$ cat src/rtl/psum_drain_if.sv
// Control, memory read port and output stream bundle for psum_drain.
// The checksum signal exists only when PSUM_DRAIN_CHECKSUM_EN is defined.
interface psum_drain_if #(
  parameter int unsigned ROWS = 3
);
  logic                   start;
  logic [15:0]            count;
  logic                   busy;
  logic                   done;
  logic [0:ROWS-1][31:0]  psum_rd_addr;
  logic [0:ROWS-1][63:0]  psum_rd_dout;
  logic                   m_valid;
  logic                   m_ready;
  logic [63:0]            m_data;
  logic [7:0]             m_row;
  logic                   m_last;
`ifdef PSUM_DRAIN_CHECKSUM_EN
  logic [63:0]            checksum;
`endif

  // Drain engine side
  modport master (
    input  start, count, psum_rd_dout, m_ready,
    output busy, done, psum_rd_addr, m_valid, m_data, m_row, m_last
`ifdef PSUM_DRAIN_CHECKSUM_EN
    , output checksum
`endif
  );

  // Host / memory side
  modport slave (
    output start, count, psum_rd_dout, m_ready,
    input  busy, done, psum_rd_addr, m_valid, m_data, m_row, m_last
`ifdef PSUM_DRAIN_CHECKSUM_EN
    , input checksum
`endif
  );
endinterface

$ cat src/rtl/psum_drain.sv
// Partial-sum read-out engine: walks every row's psum memory and streams words out
// through a credit-controlled FIFO. Optional output checksum: PSUM_DRAIN_CHECKSUM_EN.
module psum_drain #(
  parameter int unsigned ROWS         = 3,
  parameter int unsigned READ_LATENCY = 1,
  parameter int unsigned FIFO_DEPTH   = 4
) (
  input  logic          clk,
  input  logic          rst,
  psum_drain_if.master  bus
);
  localparam int unsigned ROW_W = (ROWS > 1) ? $clog2(ROWS) : 1;
  localparam int unsigned CNT_W = $clog2(FIFO_DEPTH + 1);

  typedef enum logic [1:0] {S_IDLE, S_ISSUE, S_FLUSH, S_DONE} state_e;

  typedef struct packed {
    logic             vld;
    logic             last;
    logic [ROW_W-1:0] row;
  } tag_t;

  typedef struct packed {
    logic        vld;
    logic        last;
    logic [7:0]  row;
    logic [63:0] data;
  } ent_t;

  state_e           state_q;
  logic [15:0]      count_q;
  logic [15:0]      word_q;
  logic [ROW_W-1:0] row_q;
  logic             busy_q;
  logic             done_q;
  logic [31:0]      addr_q;
  logic [CNT_W-1:0] outst_q;
  logic [CNT_W-1:0] fcnt_q;
  logic [CNT_W-1:0] fcnt_d;
  logic [CNT_W-1:0] wr_idx;
  tag_t             pipe_q [READ_LATENCY+1];
  ent_t             fifo_q [FIFO_DEPTH];
  ent_t             fifo_d [FIFO_DEPTH];
  ent_t             push_ent;
  logic             issue;
  logic             wrap_w;
  logic             final_w;
  logic             pop;
  logic             push;

  // Credit covers reads in flight plus FIFO occupancy, so the FIFO cannot overflow
  always_comb begin
    pop     = fifo_q[0].vld && bus.m_ready;
    push    = pipe_q[READ_LATENCY].vld;
    issue   = (state_q == S_ISSUE) && (outst_q < CNT_W'(FIFO_DEPTH));
    wrap_w  = (word_q == count_q - 16'd1);
    final_w = wrap_w && (row_q == ROW_W'(ROWS - 1));

    push_ent      = '0;
    push_ent.vld  = push;
    push_ent.last = pipe_q[READ_LATENCY].last;
    push_ent.row  = 8'(pipe_q[READ_LATENCY].row);
    for (int r = 0; r < int'(ROWS); r++) begin
      if (ROW_W'(r) == pipe_q[READ_LATENCY].row) push_ent.data = bus.psum_rd_dout[r];
    end
  end

  // Shift-register FIFO: head always sits in entry 0 so the outputs come straight from flops
  always_comb begin
    fifo_d = fifo_q;
    if (pop) begin
      for (int i = 0; i < int'(FIFO_DEPTH) - 1; i++) fifo_d[i] = fifo_q[i+1];
      fifo_d[FIFO_DEPTH-1] = '0;
    end
    wr_idx = pop ? (fcnt_q - CNT_W'(1)) : fcnt_q;
    if (push) begin
      for (int i = 0; i < int'(FIFO_DEPTH); i++) begin
        if (CNT_W'(i) == wr_idx) fifo_d[i] = push_ent;
      end
    end
    fcnt_d = fcnt_q + CNT_W'(push) - CNT_W'(pop);
  end

  always_ff @(posedge clk) begin
    if (rst) begin
      state_q <= S_IDLE;
      count_q <= '0;
      word_q  <= '0;
      row_q   <= '0;
      busy_q  <= 1'b0;
      done_q  <= 1'b0;
      addr_q  <= '0;
      outst_q <= '0;
      fcnt_q  <= '0;
      for (int i = 0; i <= int'(READ_LATENCY); i++) pipe_q[i] <= '0;
      for (int i = 0; i < int'(FIFO_DEPTH); i++) fifo_q[i] <= '0;
    end else begin
      done_q <= 1'b0;
      case (state_q)
        S_IDLE: begin
          if (bus.start) begin
            count_q <= bus.count;
            word_q  <= '0;
            row_q   <= '0;
            busy_q  <= 1'b1;
            state_q <= (bus.count == 16'd0) ? S_DONE : S_ISSUE;
          end
        end
        S_ISSUE: begin
          if (issue) begin
            addr_q <= 32'({word_q, 3'b000});
            if (wrap_w) begin
              word_q <= '0;
              if (final_w) state_q <= S_FLUSH;
              else         row_q   <= row_q + ROW_W'(1);
            end else begin
              word_q <= word_q + 16'd1;
            end
          end
        end
        S_FLUSH: begin
          // The last beat is the youngest entry, so its pop means everything has drained
          if (pop && fifo_q[0].last) state_q <= S_DONE;
        end
        S_DONE: begin
          done_q  <= 1'b1;
          busy_q  <= 1'b0;
          state_q <= S_IDLE;
        end
        default: state_q <= S_IDLE;
      endcase

      pipe_q[0].vld  <= issue;
      pipe_q[0].last <= issue && final_w;
      pipe_q[0].row  <= row_q;
      for (int i = 1; i <= int'(READ_LATENCY); i++) pipe_q[i] <= pipe_q[i-1];

      fifo_q  <= fifo_d;
      fcnt_q  <= fcnt_d;
      outst_q <= outst_q + CNT_W'(issue) - CNT_W'(pop);
    end
  end

  assign bus.busy         = busy_q;
  assign bus.done         = done_q;
  assign bus.psum_rd_addr = {ROWS{addr_q}};
  assign bus.m_valid      = fifo_q[0].vld;
  assign bus.m_data       = fifo_q[0].data;
  assign bus.m_row        = fifo_q[0].row;
  assign bus.m_last       = fifo_q[0].last;

`ifdef PSUM_DRAIN_CHECKSUM_EN
  logic [63:0] csum_q;

  // Running sum of every accepted output word, wrapping modulo 2^64
  always_ff @(posedge clk) begin
    if (rst)                                csum_q <= '0;
    else if (state_q == S_IDLE && bus.start) csum_q <= '0;
    else if (pop)                           csum_q <= csum_q + fifo_q[0].data;
  end

  assign bus.checksum = csum_q;
`endif

endmodule

$ cat src/flat_wrapper.sv
// flat-port wrapper written by rule: the top's interface ports become plain ports
module psum_drain_flat 
#(
  parameter int unsigned ROWS         = 3,
  parameter int unsigned READ_LATENCY = 1,
  parameter int unsigned FIFO_DEPTH   = 4
)
  (clk, rst, bus_start, bus_count, bus_psum_rd_dout, bus_m_ready, bus_busy, bus_done, bus_psum_rd_addr, bus_m_valid, bus_m_data, bus_m_row, bus_m_last);
  psum_drain_if #(.ROWS(ROWS)) bus_i ();
  input  logic clk;
  input  logic rst;
  input wire logic [$bits(bus_i.start)-1:0] bus_start;
  input wire logic [$bits(bus_i.count)-1:0] bus_count;
  input wire logic [$bits(bus_i.psum_rd_dout)-1:0] bus_psum_rd_dout;
  input wire logic [$bits(bus_i.m_ready)-1:0] bus_m_ready;
  output wire logic [$bits(bus_i.busy)-1:0] bus_busy;
  output wire logic [$bits(bus_i.done)-1:0] bus_done;
  output wire logic [$bits(bus_i.psum_rd_addr)-1:0] bus_psum_rd_addr;
  output wire logic [$bits(bus_i.m_valid)-1:0] bus_m_valid;
  output wire logic [$bits(bus_i.m_data)-1:0] bus_m_data;
  output wire logic [$bits(bus_i.m_row)-1:0] bus_m_row;
  output wire logic [$bits(bus_i.m_last)-1:0] bus_m_last;
  assign bus_i.start = bus_start;
  assign bus_i.count = bus_count;
  assign bus_i.psum_rd_dout = bus_psum_rd_dout;
  assign bus_i.m_ready = bus_m_ready;
  assign bus_busy = bus_i.busy;
  assign bus_done = bus_i.done;
  assign bus_psum_rd_addr = bus_i.psum_rd_addr;
  assign bus_m_valid = bus_i.m_valid;
  assign bus_m_data = bus_i.m_data;
  assign bus_m_row = bus_i.m_row;
  assign bus_m_last = bus_i.m_last;
  psum_drain #(.ROWS(ROWS), .READ_LATENCY(READ_LATENCY), .FIFO_DEPTH(FIFO_DEPTH)) u_core (.clk(clk), .rst(rst), .bus(bus_i));
endmodule
$ cat config.mk
export PLATFORM = sky130hd
export DESIGN_NAME = psum_drain_flat
export DESIGN_NICKNAME = d
export VERILOG_FILES = /design/src/rtl/psum_drain_if.sv /design/src/rtl/psum_drain.sv /design/src/flat_wrapper.sv
export SDC_FILE = /design/constraint.sdc
export NUM_CORES = 1
export LEC_CHECK = 0
export BUFFER_PORTS_ARGS = -buffer_cell sky130_fd_sc_hd__buf_4
export CORE_ASPECT_RATIO = 0.5
export CORE_UTILIZATION = 40
export DETAILED_ROUTE_END_ITERATION = 8
export PLACE_DENSITY = 0.64
export SLEW_MARGIN = 40
export SYNTH_ARGS = -nofsm -noshare
export SYNTH_HDL_FRONTEND = slang
export SYNTH_SLANG_ARGS = --single-unit
$ cat constraint.sdc
create_clock -name clk -period 4.2 [get_ports clk]
set_input_delay 0.42 -clock clk [delete_from_list [all_inputs] [get_ports clk]]
set_output_delay 0.42 -clock clk [all_outputs]
set_load 0.005 [all_outputs]
Word level (Yosys, flattened, before mapping)
Memory sizes are Yosys's and may differ from the RTL's.
Index checks and enable logic that the tools add are counted.
Widths: inputs -> output; s select.
{"block": "word_totals", "n_memories": 1, "inputBits": 212, "register_bits": 356, "out_inout_bits": 172, "ram_bits": 8, "word_cells": 108}
{"block": "classes", "bitwise": 4, "n_reduce_logical": 17, "addsub": 8, "muxes": 36, "eq_ne": 16, "order_cmp": 1}
{"name": "u_core.pipe_q", "words": 2, "word_bits": 4, "rd": 2, "rd_ports_with_merged_regs": 0, "wr": 2, "line_no": "psum_drain.sv:41", "source": "tag_t pipe_q [READ_LATENCY+1];"}
{"cell": "$mux 296", "n": 2}
{"cell": "$mux 74", "n": 4}
{"cell": "$mux 64", "n": 3}
{"cell": "$mux 16", "n": 3}
{"cell": "$pmux 16 s2", "n": 1}
{"cell": "$mux 2", "n": 11}
{"cell": "$add 16x1->16 const B", "n": 1}
{"cell": "$eq 16x16->1", "n": 1}
{"cell": "$logic_not 16->1", "n": 1}
{"cell": "$sub 16x1->16 const B", "n": 1}
{"cell": "$reduce_and 5->1", "n": 2}
{"cell": "$ne 2x1->1 const B", "n": 4}
{"cell": "$pmux 2 s4", "n": 1}
{"cell": "$mux 1", "n": 7}
{"cell": "$add 3x1->3", "n": 2}
{"cell": "$eq 2x2->1 const B", "n": 3}
{"cell": "$eq 2x3->1 const A", "n": 2}
{"cell": "$reduce_and 2->1", "n": 3}
{"cell": "$sub 3x1->3", "n": 2}
{"cell": "$logic_and 1x1->1", "n": 5}
{"cell": "$logic_not 2->1", "n": 2}
{"cell": "$mux 4", "n": 1}
{"cell": "$ne 2x2->1 const B", "n": 2}
{"cell": "$or 1x1->1", "n": 4}
{"cell": "other kinds (13)", "n": 14}

Logic depth before layout (Yosys ltp)
Gate-level depths: netlist of the first run.
{"block": "depth", "ltp_word": 7, "ltp_mapped": 13, "mapped_depth_nobuf": 10}

Worst setup path after synthesis of the first run
Ideal clock, no wire load.
{"block": "synth_path", "kind": "input port to flip-flop", "from": "in bus_m_ready", "to": "reg u_core.fcnt_q[2]", "stages": 13, "setup_time_ns": 0.128, "arrival_time_ns": 2.709, "slack_ns": 1.364, "required_ns": 4.072, "path_buffers": 3, "path_cell_list": "nand2_1 -> inv_1 -> clkbuf_1 -> clkbuf_1 -> clkbuf_1 -> ha_1 -> inv_1 -> ha_1 -> inv_1 -> fa_1 -> xor2_1 -> xnor2_1 -> nor2_1"}
{"block": "synth_between", "elab_chain_len": 2}
{"element": "start: declaration", "line_no": "flat_wrapper.sv:15", "source": "input wire logic [$bits(bus_i.m_ready)-1:0] bus_m_ready;"}
{"element": "$logic_and 1x1->1", "line_no": "psum_drain.sv:53", "source": "pop = fifo_q[0].vld && bus.m_ready;"}
{"element": "$sub 3x1->3", "line_no": "psum_drain.sv:81", "source": "fcnt_d = fcnt_q + CNT_W'(push) - CNT_W'(pop);"}
{"element": "end signal: assignment", "line_no": "psum_drain.sv:139", "source": "fcnt_q <= fcnt_d;"}
{"element": "end: declaration", "line_no": "psum_drain.sv:38", "source": "logic [CNT_W-1:0] fcnt_q;"}
No other way between the ends.
A chain may end at the register's enable or synchronous reset.

Final worst setup path of the first run
{"block": "layout_path", "from": "reg u_core.count_q[0]", "to": "reg u_core.word_q[9]"}
{"block": "layout_between", "elab_chain_len": 5}
{"element": "start: declaration", "line_no": "psum_drain.sv:31", "source": "logic [15:0] count_q;"}
{"element": "start signal: assignment", "line_no": "psum_drain.sv:102", "source": "count_q <= bus.count;"}
{"element": "$sub 16x1->16", "line_no": "psum_drain.sv:56", "source": "wrap_w = (word_q == count_q - 16'd1);"}
{"element": "$eq 16x16->1", "line_no": "psum_drain.sv:56"}
{"element": "$mux 16", "line_no": "psum_drain.sv:112", "source": "if (wrap_w) begin"}
{"element": "$mux 16", "line_no": "psum_drain.sv:110", "source": "if (issue) begin"}
{"element": "$pmux 16 s2", "line_no": "psum_drain.sv:99", "source": "case (state_q)"}
{"element": "end signal: assignment", "line_no": "psum_drain.sv:117", "source": "word_q <= word_q + 16'd1;"}
{"element": "end: declaration", "line_no": "psum_drain.sv:32", "source": "logic [15:0] word_q;"}
No other way between the ends. The select of a mux whose other input is x is not followed.

==> results.py, run 1 <==
metrics = {
    "global_routing": {
        "groute.layer.met2.usage": 0.3492,
        "maximum_number_of_pins_on_one_net_before_global_route_repair": 194,
        "gr-usage-met3": 0.02786,
        "via_count_of_the_first_global_routing_pass": 14140,
        "grt_first_pass_wirelength_microns": 72830,
        "grt_antenna_before_repair": 0,
        "routing_usage_on_met1": 0.2596,
        "top_usage_layer": "met2",
        "global_route.overflow_total": 0,
        "grt_usage": 0.1985,
    },
    "finish": {
        "finish.cell_count_without_fillers": 2892,
        "final_util": 0.4836,
        "n_antenna_cell": 0,
        "final_common_cell": "sky130_fd_sc_hd__nand2_1",
        "final_layout_size_suffix_gt1_frac": 0.1875,
        "fillerInstances": 4101,
        "area_growth_pct": 18.18,
        "stdcell_area_sq_um": 20490,
        "finalNetCount": 2516,
        "mostFrequentLayoutCells": "sky130_fd_sc_hd__nand2_1 (586), sky130_fd_sc_hd__dfxtp_1 (362), sky130_fd_sc_hd__buf_4 (346)",
    },
    "power_and_ir_drop": {
        "switching_share_of_total_power": 0.2734,
        "combinationalPowerShare": 0.169,
        "power.switching_mw": 2.343,
        "ir_drop_mv": 0.2304,
        "design_power_total_mw": 8.570,
        "p_per_area_nw_per_um2": 418.2,
        "internal_power_mw": 6.227,
        "static-leakage-power_nw": 7.509,
        "clkPwrFrac": 0.390,
        "p_seq_frac": 0.440,
    },
    "clocking": {
        "cts_made_buffers": 35,
        "ctsHtreeMaxLevel": 2,
        "clk_pin_slew_ps": 60,
        "post_cts_resize_count": 0,
        "cts.sink_count": 364,
        "clock-root-buffer": "sky130_fd_sc_hd__clkbuf_16",
        "cts.repair_timing.setup_buffer_count": 0,
        "tritoncts": "built",
        "clkLatencyLatePin_ps": 520,
        "hold_buffers": 0,
        "cts_max_path_buffers": 3,
    },
    "sta": {
        "max_freq_mhz": 337.5,
        "worst_slew_pin_slew_ps": 767.9,
        "tns_ps": 0,
        "report.final.hold_viol_count": 0,
        "finalCritPeriodShare": 0.7055,
        "grt_setup_unrepaired": "false",
        "fin_ws_ps": 1237,
        "min_period_ps": 2963,
        "setup_viol_count_final": 0,
        "fin_hold_ws_ps": 154.1,
        "fin_worst_skew_ps": 19.09,
        "max_slew_margin": 0.4881,
        "final_slew_viol_count": 0,
    },
    "logic_synthesis": {
        "number_of_flops_mapped_to_enable_cells_by_yosys": 0,
        "ys_seq_elements": 364,
        "synth_area_leaders": "sky130_fd_sc_hd__dfxtp_1 (42%), sky130_fd_sc_hd__nand2_1 (13%), sky130_fd_sc_hd__a311oi_1 (10%)",
        "synth.largest_area_cell": "sky130_fd_sc_hd__dfxtp_1",
        "yosysSeqAreaShare": 0.4203,
        "synthesis.area_sq_um": 17340,
        "yosys_warnings": 0,
        "synthDistinctLibCells": 60,
        "synth_area_per_cell_sq_um": 7.950,
        "post_synth_arst_share": 0,
        "yosys.area.top_type_share": 0.4203,
        "syn_inst": 2181,
        "postSynth.topFlopCell": "sky130_fd_sc_hd__dfxtp_1",
    },
    "floorplan": {
        "design.core.area_sq_um": 42370,
        "design.portCount": 384,
        "core.rowCount": 53,
        "die_area_sq_um": 44230,
        "die_x_microns": 296.4,
        "fp.dieH_microns": 149.2,
        "effective_utilization_at_floorplan": 0.4092,
    },
    "place": {
        "pre_cts_slack_ps": 1205,
        "finalWeightedCongestion": 0.8197,
        "post_dp_cell_area_sq_um": 19220,
        "dpl.cell_count": 2828,
        "port-buffer-count": 335,
        "estimated_wirelength_of_the_detail_placed_design_microns": 28240,
    },
    "outcome": {
        "run_status": "finished clean",
    },
    "drt": {
        "wire_per_inst_microns": 15.50,
        "detail_route.wirelength_microns": 44830,
        "detail_route.drc_violations": 0,
        "detailroute.via_count": 15060,
        "via_per_inst": 5.206,
        "dr.first_iter.drc_count": 983,
        "drtPass1Iterations": 5,
        "detail-route-antenna-nets": 0,
    },
    "setup_path": {
        "critPathArrivalTime_ps": 3330,
        "start_kind": "flop",
        "crit_path_max_incr_delay_ps": 590,
        "critPathRequiredTime_ps": 4570,
        "setup.worst_path.end_class": "flop",
        "crit_chain": "inv_1 > ha_1 > nand2b_1 > or4_1 > o21bai_1 > a32oi_1 > nand4_2 > a21oi_2 > nor3_1",
        "critical_path_class": "flop to flop",
        "critical_path.slowest_cell": "sky130_fd_sc_hd__a21oi_2",
        "crit_path_max_fanout": 14,
    },
    "flow_run": {
        "drv_cap": 0,
    },
    "worst_hold_path": {
        "worstHoldPathType": "input port to flop",
    },
}
[logic make-up (layout without fill, tap and decap cells)]
group / Yosys count / after routing / synth area share
compound gates: 420 / 420 / 0.1841
xor+xnor: 38 / 38 / 0.01919
fa+ha+maj: 14 / 14 / 0.01097
buf+inv: 355 / 442 / 0.1107
flops: 364 / 364 / 0.4203
mux: 68 / 68 / 0.03940
other cells: 1 / 48 / 0.0002163
simple gates: 921 / 921 / 0.2152
[power groups by stage]
stage	combinational (mW)	sequential [mW]	clock, mW
finish	1.45	3.77	3.35
global route	1.62	3.80	3.59
CTS	1.46	3.77	3.43
detailed placement	1.46	3.85	0
global placement	1.44	3.85	0
floorplan	1.09	3.81	0
[final timing paths]
kind	startpoint	end	slack, ps	depth (start not counted)
worst max-delay path	u_core.count_q[0]	u_core.word_q[9]	1240	9
worst max register to register	u_core.count_q[0]	u_core.word_q[9]	1240	9
worst min-delay path	bus_count[5]	u_core.count_q[5]	150	3
worst min register to register	u_core.pipe_q[0][2]	u_core.pipe_q[0][6]	440	1
[per-layer routing]
layer  share of wire  vias to the layer above
li1                -                     7518
met1            0.46                     7203
met2            0.49                      295
met3           0.038                       40
met4           0.013                        0
met5               0                        -
[layout make-up]
cell class,instances,area (sq um),area share
multi-input cells,1509,8354,0.4077
flip-flops and latches,364,7292,0.3559
repair buffers,357,2819,0.1376
clock buffers,51,1039,0.05068
well taps,577,721.9,0.03523
clock inverters,11,173.9,0.008488
inverters,23,91.34,0.004457
[Yosys cell counts, types with 3 or more instances]
cell and n:
sky130_fd_sc_hd__a21oi_1 58, sky130_fd_sc_hd__a22o_1 69, sky130_fd_sc_hd__a311oi_1 201, sky130_fd_sc_hd__a31oi_1 3
sky130_fd_sc_hd__and2_1 8, sky130_fd_sc_hd__buf_1 19, sky130_fd_sc_hd__buf_4 152, sky130_fd_sc_hd__clkbuf_1 158
sky130_fd_sc_hd__dfxtp_1 364, sky130_fd_sc_hd__ha_1 12, sky130_fd_sc_hd__inv_1 22, sky130_fd_sc_hd__mux2i_1 66
sky130_fd_sc_hd__nand2_1 588, sky130_fd_sc_hd__nand2b_1 10, sky130_fd_sc_hd__nand3_1 7, sky130_fd_sc_hd__nand4_1 9
sky130_fd_sc_hd__nor2_1 231, sky130_fd_sc_hd__nor2b_1 9, sky130_fd_sc_hd__nor3_1 31, sky130_fd_sc_hd__nor4_1 3
sky130_fd_sc_hd__o211ai_1 4, sky130_fd_sc_hd__o21ai_0 70, sky130_fd_sc_hd__or3_1 4, sky130_fd_sc_hd__or4_1 3
sky130_fd_sc_hd__xnor2_1 20, sky130_fd_sc_hd__xor2_1 18
[worst max-delay path, delay by kind of cell (launching register included)]
family / cells / cell delay, ps
AOI/OAI and AO/OA: 3 / 980
adders and majority gates: 1 / 320
buffers and inverters: 1 / 80
DFF: 1 / 370
and+or+nand+nor: 4 / 1060
[flip-flops by register name, indices dropped and copies added, names as in the netlist, 2 cells and up]
name,flops
u_core.fcnt_q,3
u_core.addr_q,16
u_core.pipe_q,8
u_core.bus.m_data,64
u_core.word_q,16
u_core.outst_q,3
u_core.count_q,16
u_core.row_q,2
u_core.fifo_q,222
u_core.bus.m_row,8
u_core.state_q,2
Power figures use the tool's default switching activity.
==> run 2, diff against run 1 <==
==> constraint.sdc (replaced) <==
create_clock -name clk -period 2.8 [get_ports clk]
set_input_delay 0.28 -clock clk [delete_from_list [all_inputs] [get_ports clk]]
set_output_delay 0.28 -clock clk [all_outputs]
set_load 0.005 [all_outputs]
==> run 2 against run 1 <==
Compared with the run above:
- sequential share of layout area fell by 0.68 points
- critical path depth down 2
- die area is the same
- first-iteration DRC count is 8.6% lower
- sequential power is 50% higher
- clock skew up 5.9 ps
- utilization grew 0.94 points
- largest cell class unchanged
==> results.py, run 2 (same netlist as run 1, synthesis figures left out) <==
metrics = {
    "clocking": {
        "clk_pin_slew_ps": 60,
        "cts_made_buffers": 35,
        "cts.sink_count": 364,
        "ctsHtreeMaxLevel": 2,
        "clkLatencyLatePin_ps": 530,
        "clock-root-buffer": "sky130_fd_sc_hd__clkbuf_16",
        "tritoncts": "built",
        "cts_max_path_buffers": 3,
    },
    "power_and_ir_drop": {
        "p_per_area_nw_per_um2": 625.0,
        "static-leakage-power_nw": 7.732,
        "design_power_total_mw": 13.06,
        "ir_drop_mv": 0.4022,
    },
    "worst_hold_path": {
        "worstHoldPathType": "input port to flop",
        "min_to": "u_core.count_q[5]",
        "whs_path_depth": 3,
        "timing.hold.worst.start": "bus_count[5]",
    },
    "drt": {
        "detailroute.via_count": 15250,
        "via_per_inst": 5.204,
        "drtPass1Iterations": 5,
        "detail_route.wirelength_microns": 44850,
        "dr.first_iter.drc_count": 898,
        "detail_route.drc_violations": 0,
        "wire_per_inst_microns": 15.31,
        "detail-route-antenna-nets": 0,
    },
    "finish": {
        "stdcell_area_sq_um": 20890,
        "area_growth_pct": 20.48,
        "finalNetCount": 2558,
        "top_register": "u_core.fifo_q",
        "n_antenna_cell": 0,
        "final_layout_size_suffix_gt1_frac": 0.1985,
        "largest_reg_flops": 222,
        "area_occupied_by_registers_sq_um": 7292,
        "multi_input_comb_area_sq_um": 8369,
        "mostFrequentLayoutCells": "sky130_fd_sc_hd__nand2_1 (586), sky130_fd_sc_hd__buf_4 (373), sky130_fd_sc_hd__dfxtp_1 (362)",
        "fillerInstances": 4100,
        "final_common_cell": "sky130_fd_sc_hd__nand2_1",
    },
    "global_routing": {
        "global_route.overflow_total": 0,
        "grt_antenna_before_repair": 0,
        "via_count_of_the_first_global_routing_pass": 14000,
        "grt_usage": 0.1963,
        "grt_first_pass_wirelength_microns": 72130,
        "maximum_number_of_pins_on_one_net_before_global_route_repair": 185,
    },
    "sta": {
        "final_slew_viol_count": 0,
        "fin_worst_skew_ps": 25.02,
        "finalCritPeriodShare": 0.9554,
        "worst_slew_pin_slew_ps": 705.9,
        "max_slew_margin": 0.5244,
        "tns_ps": 0,
        "setup_viol_count_final": 0,
        "report.final.hold_viol_count": 0,
        "max_freq_mhz": 373.8,
        "min_period_ps": 2675,
    },
    "setup_path": {
        "crit_chain": "or3_4 > or4_1 > o21bai_1 > a32oi_1 > nand4_2 > o22ai_2 > mux2_2",
        "cp_top_family": "simple AND/OR/NAND/NOR gates",
        "critPathArrivalTime_ps": 3100,
        "crit_path_max_incr_delay_ps": 500,
        "critPathBufInv": 0,
        "critical_path.slowest_cell": "sky130_fd_sc_hd__or4_1",
        "setup.worst_path.end_class": "flop",
        "rrSetupSlack_ps": 120,
        "crit_path_max_fanout": 7,
        "start_kind": "flop",
        "capturing_point_of_the_worst_reg2reg_path": "u_core.state_q[1]",
        "critical_path_class": "flop to flop",
        "crit-reg2reg-launch": "u_core.count_q[2]",
        "worst-r2r-cell-count": 7,
        "critPathRequiredTime_ps": 3220,
    },
    "floorplan": {
        "die_x_microns": 296.4,
        "design.core.area_sq_um": 42370,
        "fp.dieH_microns": 149.2,
        "die_area_sq_um": 44230,
        "effective_utilization_at_floorplan": 0.4092,
        "core.rowCount": 53,
        "design.portCount": 384,
    },
    "place": {
        "estimated_wirelength_of_the_detail_placed_design_microns": 29180,
        "post_dp_cell_area_sq_um": 19550,
        "port-buffer-count": 335,
        "finalWeightedCongestion": 0.8220,
    },
    "outcome": {
        "run_status": "finished clean",
    },
    "flow_run": {
        "drv_cap": 0,
    },
}
run 2: cell count changes in the layout (fill, tap and decap cells not counted), sizes merged:
| cell | change |
|---|---|
| buf | +31 |
| bufinv | +1 |
| clkbuf | -6 |
| clkinvlp | +2 |
| dlygate4sd3 | +10 |
run 2: area by class of cell:
cell class | instances | area share
Tap cell | 577 | 0.03456
Inverter | 23 | 0.004372
Sequential cell | 364 | 0.3491
Clock inverter | 14 | 0.009583
Timing Repair Buffer | 399 | 0.1542
Multi-Input combinational cell | 1509 | 0.4006
Clock buffer | 44 | 0.04756
run 2: where the power goes:
part,switching (mW),total (mW),internal [mW]
Combinational,1.31,2.38,1.07
Clock,2.05,5.02,2.97
Sequential,0.204,5.66,5.45
Total,3.57,13.1,9.49
run 2: worst max path at each step:
stage | from | end | slack (ps) | cells after the start
after detailed placement | u_core.count_q[2] | u_core.state_q[1] | 120 | 7
after CTS | u_core.count_q[2] | u_core.state_q[1] | 90 | 7
final | u_core.count_q[2] | u_core.state_q[1] | 120 | 7
after floorplan | u_core.bus.m_valid | u_core.fcnt_q[2] | 110 | 13
after global routing | u_core.count_q[2] | u_core.state_q[1] | -4 | 7
after global placement | u_core.count_q[2] | u_core.state_q[1] | 170 | 7
run 2: timing repair:
action / CTS / global route
setup buffers: 0 / 1
endpoints found under the hold margin: 10 / 0
hold buffers: 10 / 0
resized for setup: 0 / 2
endpoints found under the setup margin: 0 / 1
run 2: routing by layer:
layer,track usage,share of wire
met3,0.03337,0.043
met1,0.2603,0.46
met2,0.3311,0.48
met4,0.04845,0.019
met5,0,0
run 2: metrics by stage:
stage | utilization | hold WS (ps) | setup WS [ps] | instances
5_1_grt | 0.4930 | 14.88 | -4.013 | 2930
2_1_floorplan | - | 413.8 | 112.8 | 2228
3_5_place_dp | 0.4613 | 437.7 | 116.4 | 2860
3_3_place_gp | 0.4613 | 416.1 | 167.8 | 2860
6_report | 0.4930 | 31.53 | 125.0 | 2930
4_1_cts | 0.4918 | 5.639 | 94.55 | 2928
run 2: worst register-to-register path: stages (launching register included):
cell                       delay [ps]
sky130_fd_sc_hd__dfxtp_1          390
sky130_fd_sc_hd__or3_4            460
sky130_fd_sc_hd__or4_1            510
sky130_fd_sc_hd__o21bai_1         180
sky130_fd_sc_hd__a32oi_1          200
sky130_fd_sc_hd__nand4_2          270
sky130_fd_sc_hd__o22ai_2          210
sky130_fd_sc_hd__mux2_2           360
==> run 3, diff against run 2 <==
--- a/config.mk
+++ b/config.mk
@@ -5,11 +5,11 @@
 export SDC_FILE = /design/constraint.sdc
 export NUM_CORES = 1
 export LEC_CHECK = 0
-export BUFFER_PORTS_ARGS = -buffer_cell sky130_fd_sc_hd__buf_4
 export CORE_ASPECT_RATIO = 0.5
 export CORE_UTILIZATION = 40
 export DETAILED_ROUTE_END_ITERATION = 8
-export PLACE_DENSITY = 0.64
+export DONT_BUFFER_PORTS = 1
+export PLACE_DENSITY = 0.56
 export SLEW_MARGIN = 40
 export SYNTH_ARGS = -nofsm -noshare
 export SYNTH_HDL_FRONTEND = slang
==> run 3 against run 2 <==
Compared with the run above:
- non-clock buffer count shrank 223
- design area down 6.2%
- largest power group unchanged
- clock power barely moved
- sequential power rose by 1%
- first-iteration DRC count rose by 2.1%
- via count shrank 4.1%
- combinational power decreased by 7%
- critical path depth decreased by 1
==> results.py, run 3 (same netlist as run 1, synthesis figures left out) <==
metrics = {
    "clocking": {
        "clk_pin_slew_ps": 70,
        "ctsHtreeMaxLevel": 2,
        "clkLatencyLatePin_ps": 540,
        "cts_max_path_buffers": 3,
        "clock-root-buffer": "sky130_fd_sc_hd__clkbuf_16",
        "tritoncts": "built",
        "cts_made_buffers": 36,
        "cts.sink_count": 364,
    },
    "outcome": {
        "run_status": "finished clean",
    },
    "sta": {
        "final_slew_viol_count": 0,
        "setup_viol_count_final": 0,
        "worst_slew_pin_slew_ps": 816.9,
        "fin_ws_ps": 102.7,
        "fin_worst_skew_ps": 17.69,
        "tns_ps": 0,
        "max_slew_margin": 0.4496,
        "report.final.hold_viol_count": 0,
        "min_period_ps": 2697,
        "max_freq_mhz": 370.7,
        "finalCritPeriodShare": 0.9633,
    },
    "global_routing": {
        "maximum_number_of_pins_on_one_net_before_global_route_repair": 145,
        "grt_usage": 0.2008,
        "grt_first_pass_wirelength_microns": 72490,
        "global_route.overflow_total": 0,
        "via_count_of_the_first_global_routing_pass": 13510,
        "grt_antenna_before_repair": 0,
    },
    "setup_path": {
        "start_kind": "flop",
        "critical_path.slowest_cell": "sky130_fd_sc_hd__dfxtp_4",
        "critPathArrivalTime_ps": 3180,
        "critical_path_class": "flop to flop",
        "critPathBufInv": 2,
        "crit_path_max_fanout": 29,
        "cp_top_family": "compound AO/OA/AOI/OAI gates",
        "critPathRequiredTime_ps": 3280,
        "crit_chain": "buf_12 > mux2i_1 > o21ai_0 > nor2_1 > a311oi_1 > dlygate4sd3_1",
        "setup.worst_path.end_class": "flop",
        "crit_path_max_incr_delay_ps": 650,
    },
    "floorplan": {
        "design.core.area_sq_um": 42370,
        "die_x_microns": 296.4,
        "effective_utilization_at_floorplan": 0.4092,
        "die_area_sq_um": 44230,
        "core.rowCount": 53,
        "fp.dieH_microns": 149.2,
        "design.portCount": 384,
    },
    "drt": {
        "drtPass1Iterations": 5,
        "detailroute.via_count": 14620,
        "detail_route.wirelength.met1_microns": 22560,
        "wl_met3_microns": 1996,
        "wire_per_inst_microns": 17.49,
        "via_per_inst": 5.385,
        "detail_route.drc_violations": 0,
        "dr.first_iter.drc_count": 917,
        "detail_route.wirelength_microns": 47460,
        "detail-route-antenna-nets": 0,
        "met2_wirelength_microns": 22320,
        "maxUsedRoutingLayer": "met4",
    },
    "flow_run": {
        "drv_cap": 0,
    },
    "place": {
        "pre_cts_slack_ps": -34.64,
        "estimated_wirelength_of_the_detail_placed_design_microns": 27290,
        "port-buffer-count": 0,
        "dpl.cell_count": 2512,
        "finalWeightedCongestion": 0.8028,
    },
    "finish": {
        "top_register": "u_core.fifo_q",
        "finalNetCount": 2338,
        "final_common_cell": "sky130_fd_sc_hd__nand2_1",
        "final_layout_size_suffix_gt1_frac": 0.06177,
        "largest_reg_flops": 222,
        "area_growth_pct": 13.05,
        "n_antenna_cell": 0,
        "finish.cell_count_without_fillers": 2714,
        "mostFrequentLayoutCells": "sky130_fd_sc_hd__nand2_1 (586), sky130_fd_sc_hd__dfxtp_1 (360), sky130_fd_sc_hd__nor2_1 (230)",
    },
    "power_and_ir_drop": {
        "p_per_area_nw_per_um2": 659.2,
        "static-leakage-power_nw": 6.838,
        "ir_drop_mv": 0.4047,
    },
    "worst_hold_path": {
        "worstHoldPathType": "input port to flop",
    },
}
-- run 3: cell types whose count changed in the layout (fill, tap and decap cells not counted), sizes merged, moves of 2 or more --
cell | previous run | this run
bufinv | 5 | 3
clkbuf | 45 | 54
inv | 22 | 24
clkinv | 8 | 6
buf | 388 | 46
dlygate4sd3 | 10 | 127
-- run 3: area by class of cell --
| type | count | area (sq um) |
|---|---|---|
| clock inverter | 12 | 155.1 |
| timing repair buffer | 176 | 1892 |
| multi-input combinational | 1511 | 8418 |
| sequential | 364 | 7295 |
| clock buffer | 51 | 1030 |
| inverter | 23 | 91.34 |
| tap | 577 | 721.9 |
| fill | 4192 | 22770 |
-- run 3: power breakdown --
part | switching [mW] | internal [mW] | total (mW) | leakage, nW
Combinational | 1.27 | 0.939 | 2.21 | 3.32
Sequential | 0.272 | 5.46 | 5.73 | 2.94
Clock | 2.13 | 2.86 | 4.99 | 0.573
-- run 3: worst register-to-register path: stages, from the launching register on --
cell and delay (ps):
sky130_fd_sc_hd__dfxtp_4 650, sky130_fd_sc_hd__buf_12 310, sky130_fd_sc_hd__mux2i_1 110, sky130_fd_sc_hd__o21ai_0 650, sky130_fd_sc_hd__nor2_1 110, sky130_fd_sc_hd__a311oi_1 250, sky130_fd_sc_hd__dlygate4sd3_1 580
-- run 3: final timing paths --
kind              cells after the start  slack, ps           startpoint                     to
setup / recovery                      6        100  u_core.pipe_q[0][4]  u_core.bus.m_data[23]
setup reg to reg                      6        100  u_core.pipe_q[0][4]  u_core.bus.m_data[23]
hold / removal                        2         40                  rst      u_core.state_q[1]
hold reg to reg                       2        440    u_core.fifo_q[68]     u_core.fifo_q[142]
-- run 3: repair_timing --
action,in CTS,in global routing
resized for setup,1,21
hold buffers,128,0
cloned,0,5
setup endpoints to repair,1,63
pin swaps,0,3
endpoints found under the hold margin,270,0
setup buffers,0,6
-- run 3: per-layer routing --
layer | track usage | vias to the layer above
li1 | - | 7183
met3 | 0.03218 | 47
met5 | 0 | -
met2 | 0.3421 | 310
met4 | 0.04124 | 0
met1 | 0.2678 | 7076
-- run 3: metrics by stage --
step | hold WS (ps) | area (sq um) | power [mW] | util
finish | 38.83 | 19600 | 12.92 | 0.4626
global route | 23.47 | 19600 | 13.55 | 0.4626
CTS | 4.452 | 19400 | 12.94 | 0.4578
detailed placement | 373.6 | 16910 | 7.595 | 0.3990
global placement | 370.7 | 16900 | 7.577 | 0.3989
floorplan | 413.8 | 17520 | 7.343 | -
